### config.mk
export PLATFORM = sky130hd
export DESIGN_NAME = decoder_proj_formal_dut
export DESIGN_NICKNAME = d
export VERILOG_FILES = /design/src/rtl/decoder_proj_formal_dut.sv
export SDC_FILE = /design/constraint.sdc
export NUM_CORES = 1
export LEC_CHECK = 0
export BUFFER_PORTS_ARGS = -buffer_cell sky130_fd_sc_hd__buf_4
export CORE_MARGIN = 2
export CORE_UTILIZATION = 50
export CTS_CLUSTER_DIAMETER = 60
export DETAILED_ROUTE_END_ITERATION = 12
export GPL_ROUTABILITY_DRIVEN = 0
export PLACE_DENSITY = 0.76
export SLEW_MARGIN = 10
export SYNTH_ARGS = -nofsm -noshare
export SYNTH_HDL_FRONTEND = slang
export SYNTH_SLANG_ARGS = --single-unit
### constraint.sdc
create_clock -name wb_clk_i -period 2.9 [get_ports wb_clk_i]
set_input_delay 0.87 -clock wb_clk_i [delete_from_list [all_inputs] [get_ports wb_clk_i]]
set_output_delay 0.87 -clock wb_clk_i [all_outputs]
set_load 0.005 [all_outputs]
### src/rtl/decoder_proj_formal_dut.sv
// decoder_proj_formal_dut: multi-mode 4-bit code decoder with a registered result.
// A strobe (io_in[4]) samples code io_in[3:0] and mode io_in[6:5]. One cycle later
// the result appears on dec_o/seg_o/err_o together with a one-cycle valid_o pulse.
// Modes: 00 one-hot, 01 hex 7-seg, 10 BCD 7-seg (blank + err for 10..15),
// 11 thermometer. count_o counts accepted strobes and saturates at all-ones.
// Optional macro DECODER_PROJ_FORMAL_EN compiles in the embedded assume/assert/cover
// properties; without it the logic is identical and carries no property code.
module decoder_proj_formal_dut #(
  parameter int CNT_W = 8
) (
  input  logic             wb_clk_i,
  input  logic             wb_rst_i,
  input  logic [6:0]       io_in,
  output logic [15:0]      dec_o,
  output logic [6:0]       seg_o,
  output logic             valid_o,
  output logic             err_o,
  output logic [CNT_W-1:0] count_o
);

  typedef enum logic [1:0] {
    MODE_ONEHOT = 2'b00,
    MODE_HEX    = 2'b01,
    MODE_BCD    = 2'b10,
    MODE_THERM  = 2'b11
  } mode_e;

  // Hex digit to 7-seg pattern {g,f,e,d,c,b,a}, active-high.
  function automatic logic [6:0] hex_seg(input logic [3:0] c);
    case (c)
      4'h0: return 7'h3F;
      4'h1: return 7'h06;
      4'h2: return 7'h5B;
      4'h3: return 7'h4F;
      4'h4: return 7'h66;
      4'h5: return 7'h6D;
      4'h6: return 7'h7D;
      4'h7: return 7'h07;
      4'h8: return 7'h7F;
      4'h9: return 7'h6F;
      4'hA: return 7'h77;
      4'hB: return 7'h7C;
      4'hC: return 7'h39;
      4'hD: return 7'h5E;
      4'hE: return 7'h79;
      default: return 7'h71;
    endcase
  endfunction

  // Bits [c:0] set; the 17-bit intermediate keeps code F from overflowing.
  function automatic logic [15:0] therm(input logic [3:0] c);
    logic [16:0] t;
    t = (17'h2 << c) - 17'd1;
    return t[15:0];
  endfunction

  // Saturating increment: holds at all-ones instead of wrapping.
  function automatic logic [CNT_W-1:0] sat_inc(input logic [CNT_W-1:0] v);
    return (&v) ? v : v + 1'b1;
  endfunction

  logic [3:0]  code_p0;
  logic        en_p0;
  mode_e       mode_p0;
  logic [15:0] dec_p0;
  logic [6:0]  seg_p0;
  logic        err_p0;

  logic [15:0]      dec_p1;
  logic [6:0]       seg_p1;
  logic             err_p1;
  logic             vld_p1;
  logic [CNT_W-1:0] count_p1;

  assign code_p0 = io_in[3:0];
  assign en_p0   = io_in[4];
  assign mode_p0 = mode_e'(io_in[6:5]);

  // Stage p0: decode the sampled code according to the mode.
  always_comb begin
    dec_p0 = '0;
    seg_p0 = '0;
    err_p0 = 1'b0;
    case (mode_p0)
      MODE_ONEHOT: dec_p0 = 16'h1 << code_p0;
      MODE_HEX:    seg_p0 = hex_seg(code_p0);
      MODE_BCD: begin
        if (code_p0 > 4'd9) err_p0 = 1'b1;
        else                seg_p0 = hex_seg(code_p0);
      end
      default:     dec_p0 = therm(code_p0);
    endcase
  end

  // Stage p1: register the result on a strobe; reset clears everything and wins.
  always_ff @(posedge wb_clk_i) begin
    if (wb_rst_i) begin
      dec_p1   <= '0;
      seg_p1   <= '0;
      err_p1   <= 1'b0;
      vld_p1   <= 1'b0;
      count_p1 <= '0;
    end else if (en_p0) begin
      dec_p1   <= dec_p0;
      seg_p1   <= seg_p0;
      err_p1   <= err_p0;
      vld_p1   <= 1'b1;
      count_p1 <= sat_inc(count_p1);
    end else begin
      vld_p1   <= 1'b0;
    end
  end

  assign dec_o   = dec_p1;
  assign seg_o   = seg_p1;
  assign err_o   = err_p1;
  assign valid_o = vld_p1;
  assign count_o = count_p1;

`ifdef DECODER_PROJ_FORMAL_EN
  logic             f_past;
  logic             f_rst_q;
  logic             f_en_q1;
  logic             f_en_q2;
  logic [1:0]       f_mode_q;
  logic             f_vld_q;
  logic [6:0]       f_io_q;
  logic [CNT_W-1:0] f_cnt_q;
  logic [16:0]      f_therm_inc;

  // History of the previous cycles for the temporal properties below.
  always_ff @(posedge wb_clk_i) begin
    f_past   <= 1'b1;
    f_rst_q  <= wb_rst_i;
    f_en_q1  <= en_p0;
    f_en_q2  <= f_en_q1;
    f_mode_q <= io_in[6:5];
    f_vld_q  <= valid_o;
    f_io_q   <= io_in;
    f_cnt_q  <= count_o;
  end

  assign f_therm_inc = {1'b0, dec_o} + 17'd1;

  // Embedded properties, evaluated on the current register state.
  always_comb begin
    if (!f_past) assume (wb_rst_i);
    if (f_past && valid_o && f_mode_q == MODE_ONEHOT) assert ($onehot(dec_o));
    if (f_past && valid_o && f_mode_q == MODE_THERM)
      assert ((f_therm_inc & (f_therm_inc - 17'd1)) == 17'd0);
    if (err_o) assert (seg_o == 7'd0);
    if (f_past && valid_o && f_vld_q) assert (f_en_q1 && f_en_q2);
    if (f_past && !f_rst_q) assert (count_o >= f_cnt_q);
    cover (f_past && valid_o && f_mode_q == MODE_THERM);
    cover (err_o);
    cover (&count_o);
    cover (f_past && !f_rst_q && f_io_q == 7'b1101110 && !valid_o);
  end
`endif

endmodule

; ---- After elaboration in Yosys (flattened, before gate mapping)
; Memory sizes are Yosys's and may differ from the RTL's.
; Index checks and enable logic that the tools add are counted.
; Widths: inputs -> output; s select.
[word_totals]
n_memories = 2
out_inout_bits = 33
romBits = 224
elab_cells = 25
in_bits = 9
ff_bits = 33
[op_classes]
eq_ne = 2
shifts = 2
muxes = 6
magnitude_cmp = 1
n_reduce_logical = 4
n_addsub = 2
bitwise = 1
[mem_list]
columns = name, depth, word_bits, read_ports, rd_clocked_by_memory_dff, wr, line_no
row1 = (name not given), 16, 7, 1, 0, 0, 30  ; case (c)
row2 = (name not given), 16, 7, 1, 0, 0, 30
[ops]
columns = op, count
row1 = $pmux 16 s2, 1
row2 = $shl 1x4->16 const A, 1
row3 = $shl 2x4->16 const A, 1
row4 = $sub 16x1->16 const B, 1
row5 = $pmux 7 s2, 1
row6 = $add 8x1->8 const B, 1
row7 = $reduce_and 8->1, 1
row8 = $mux 7, 1
row9 = $gt 4x4->1 const B, 1
row10 = $mux 1, 3
row11 = $eq 2x1->1 const B, 1
row12 = $eq 2x2->1 const B, 1
row13 = $logic_not 2->1, 1
row14 = $reduce_and 2->1, 1
row15 = $reduce_or 2->1, 1
row16 = $not 1->1, 1

; ---- Longest topological paths before layout
[depth]
ltp_word = 3
ltp_mapped = 10
ltp_nobuf = 8

; ---- Worst setup path before layout
; Ideal clock, no wire load.
[synth_timing]
kind = input to register
startpoint = in io_in[1]
endpoint = reg dec_p1[15] (netlist: dec_o[15])
required_ns = 2.809
arrival_time_ns = 2.681
setup_time_ns = 0.091
n_path_buf = 1
cell_stages = 9
slack_ns = 0.128
path_cell_list = inv_1 > ha_1 > or3b_1 > ha_1 > clkbuf_1 > nor3b_1 > o21ai_0 > nand2_1 > a311oi_1
[synth_via]
elab_chain_cells = 3
elab_cells_between_ends = 4
cone_classes = add/sub: 1 / shift: 2 / mux: 1
[synth_rtl]
columns = element, line_no
row1 = from (decl), 13  ; input logic [6:0] io_in,
row2 = $shl 2x4->16, 53  ; t = (17'h2 << c) - 17'd1;
row3 = $sub 16x1->16, 53
row4 = $pmux 16 s2 (*), 84  ; case (mode_p0)
row5 = to (signal assigned), 104  ; dec_p1 <= dec_p0;
row6 = to (decl), 69  ; logic [15:0] dec_p1;
; Mark *: on every way between the ends. The rest lies on a longest branch, timed or not.
; A chain may end at the register's enable or synchronous reset.

; ---- Final worst setup path
[layout_timing]
startpoint = in io_in[0]
endpoint = reg dec_p1[7] (netlist: dec_o[7])
; The elaborated chain is that of the path after synthesis.

==> flow_summary_export.csv <==
group,metric,value,unit
yosys,synth.most_common_cell,"dfxtp_1",
sta,period_share,87.70,%
placed_design,dp.final_hpwl,3638,um
die,pin_count,42,
clock_network,cts_inserted_buffers,5,
yosys,synth-compound-area-share,27.66,%
clock_network,root_buffer,"clkbuf_8",
critical_path,path_delay_family,"simple AND/OR/NAND/NOR gates",
routing,drcViolationCount,0,
placed_design,pre_cts_slack,0.07456,ns
finish,diodes,0,
yosys,avgSynthCellArea,8.083,um2
sta,worst_pin_slew,1.150,ns
clock_network,postCtsSetupRepairBufs,0,
yosys,synthSimpleGateAreaFrac,20.31,%
yosys,ys.flop_type,"dfxtp_1",
routing,dr.pass1.iters,4,
pwr,cellPowerDensity,450.8,nW/um2
sta,tns,0,ns
pwr,switching_share,26.35,%
yosys,synthCells,263,
sta,min_period,2.543,ns
global_routing,grt_pass1_vias,1831,
yosys,synth_cell_types,52,
die,rows,23,
routing,ant_nets,0,
yosys,synth_area_leaders,"dfxtp_1 31%, ha_1 8.2%, o21ai_0 5.4%",
yosys,ys_seq_area_share,31.08,%
critical_path,worstSetupEndpointType,"register",
routing,wirelength,5074,um
pwr,ir_worst_vdd,251.1,uV
outcome,status,"finished clean",
finish,drive_gt1_share,21.40,%
routing,drt-initial-drc-count,167,
clock_network,cts_resized,0,
die,die_h,69.21,um
sta,layout_setup_ws,0.3567,ns
global_routing,grt_pass1_wl,8493,um
worst_hold_path,hold_class,"register to register",
critical_path,worst_path_most_repeated_cell,"ha_1",
clock_network,cts_tree,"done",
global_routing,grt_antenna_before_repair,0,
sta,hold_viol_final,0,
critical_path,max_stage_delay,0.38,ns
finish,fin_cells,349,
yosys,postSynth.asyncResetShare,0,%
die,initial_core_util,52.39,%
die,core_area,4058,um2
clock_network,cts.sinks,33,
die,die_x,69.21,um
placed_design,placed_area,2462,um2
pwr,p_clk_share,38.7,%
yosys,synth_area,2126,um2
placed_design,port_buffers,41,
yosys,synth_top_family_by_area,"compound AO/OA/AOI/OAI gates",
sta,max_slew_margin,22.68,%
routing,routedWlPerCell,14.54,um
global_routing,overflow,0,
clock_network,cts_max_path_buffers,2,
critical_path,crit_chain,"buf_4 > inv_1 > ha_1 > or3b_1 > ha_1 > nor3b_1 > o21ai_0 > nand2_1 > a311oi_1",
yosys,synth_fa_ha_area_share,8.240,%
sta,fmax,0.3932,GHz
finish,n_fill_cell,359,
yosys,ys_top_cells_by_count,"33 x dfxtp_1, 29 x nor2_1, 23 x o21ai_0",
die,dieArea,4789,um2
critical_path,cp_slowest_cell,"or3b_1",
routing,dr_total_vias,2071,
clock_network,clk_pin_slew,0.07,ns
clock_network,hold_buffers,0,
global_routing,grt_start_max_net_pins,32,
yosys,synth_area_leader_cell,"dfxtp_1",
finish,nets,321,
routing,viasPerCell,5.934,
critical_path,path_buf_inv,2,
clock_network,clkLatencyLatePin,0.29,ns
yosys,synth_nets,286,
critical_path,arrival,2.74,ns
yosys,yosysWarnings,0,
global_routing,grt_usage,21.53,%
yosys,synth_xor_area_share,0.8240,%
critical_path,cp.required,3.10,ns
yosys,synth.top_cell.area_share,31.08,%
critical_path,worstSetupStartpointType,"input port",
pwr,power.share.combinational,19.4,%
sta,rsz0062_at_grt,"false",
yosys,synth_edf_count,0,
sta,setup_viol,0,
placed_design,dp.cells,341,
yosys,synth_mux_area_share,5.356,%
sta,skew,0.003803,ns
pwr,internal_power,0.0008560,W
pwr,p_switching,0.0003063,W
yosys,synth_seq_cells,33,
critical_path,crit_fanout,8,
clock_network,h-tree-depth,2,
run,maxCapViolCount,0,
pwr,p_seq_share,41.9,%
finish,fin_area,2579,um2
sta,slew_violations,0,
critical_path,crit_type,"input port to register",
pwr,p_leak,1.069,nW
finish,area_delta_synth_final,21.31,%
## registers in the layout, indices dropped and copies added (netlist names)
signal   cells
count_o      8
dec_o       16
err_o        1
seg_o        7
valid_o      1
## cell families (layout without fill, tap and decap cells)
logic type      Yosys count  after routing
simple gates             85             85
flops                    33             33
compound gates           87             87
mux                      10             10
fa+ha+maj                14             14
xor+xnor                  2              2
buf+inv                  32             68
## area by class of cell
cell class,count,area [um2],area share (%)
clock buffer,7,86.33,3.348
clock inverter,1,30.03,1.164
inverter,10,37.54,1.456
multi-input combinational,198,1326,51.43
sequential,33,660.6,25.62
tap,50,62.56,2.426
timing repair buffer,50,375.4,14.56
## power groups by stage
| stage | combinational, W | clock [W] | sequential, W |
|---|---|---|---|
| 6_report | 0.000225 | 0.000450 | 0.000487 |
| 3_5_place_dp | 0.000223 | 0 | 0.000498 |
| 3_3_place_gp | 0.000221 | 0 | 0.000497 |
| 2_1_floorplan | 0.000142 | 0 | 0.000499 |
| 5_1_grt | 0.000249 | 0.000485 | 0.000491 |
| 4_1_cts | 0.000225 | 0.000456 | 0.000488 |
## cell usage in the layout, fill, tap and decap left out, types with 3 or more instances in the layout
master	Yosys	layout
buf_4	2	50
dfxtp_1	33	33
nor2_1	29	29
o21ai_0	23	23
nand2_1	19	19
ha_1	14	14
a21oi_1	13	13
inv_1	9	9
a311oi_1	8	8
mux2i_1	8	8
nand3_1	6	6
clkbuf_8	0	6
nor2b_1	5	5
a31oi_1	5	5
a211oi_1	5	5
nand3b_1	4	4
o21a_1	4	4
nand2b_1	4	4
nor3_1	4	4
o31ai_1	3	3
o22ai_1	3	3
a32oi_1	3	3
a22o_1	3	3
nand4_1	3	3
## stage by stage
step	power, W	hold slack (ns)	utilization, %
3_5_place_dp	0.0007213	0.4473	60.68
3_3_place_gp	0.0007180	0.4471	60.68
6_report	0.001162	0.4679	63.55
2_1_floorplan	0.0006406	0.4487	-
4_1_cts	0.001169	0.4682	63.55
5_1_grt	0.001224	0.4973	63.55
## worst min-delay path: stages (launching register included)
cell and delay (ns):
dfxtp_1 0.32, nand2_1 0.05, o21ai_0 0.06
## metal layers
layer,global-route usage [%],routed length [um],vias to the layer above
met5,0,0,-
met4,9.368,116,0
met3,5.087,353,13
met2,33.97,2346,85
met1,28.08,2257,935
li1,-,-,1038
## final timing paths
check,startpoint,end,slack (ns),depth (start not counted)
worst min-delay path,seg_o[2],seg_o[2],0.47,2
worst max register to register,count_o[0],count_o[4],0.78,5
worst min register to register,seg_o[2],seg_o[2],0.47,2
worst max-delay path,io_in[0],dec_o[7],0.36,9
No activity file was read; power rests on OpenSTA's default activity.
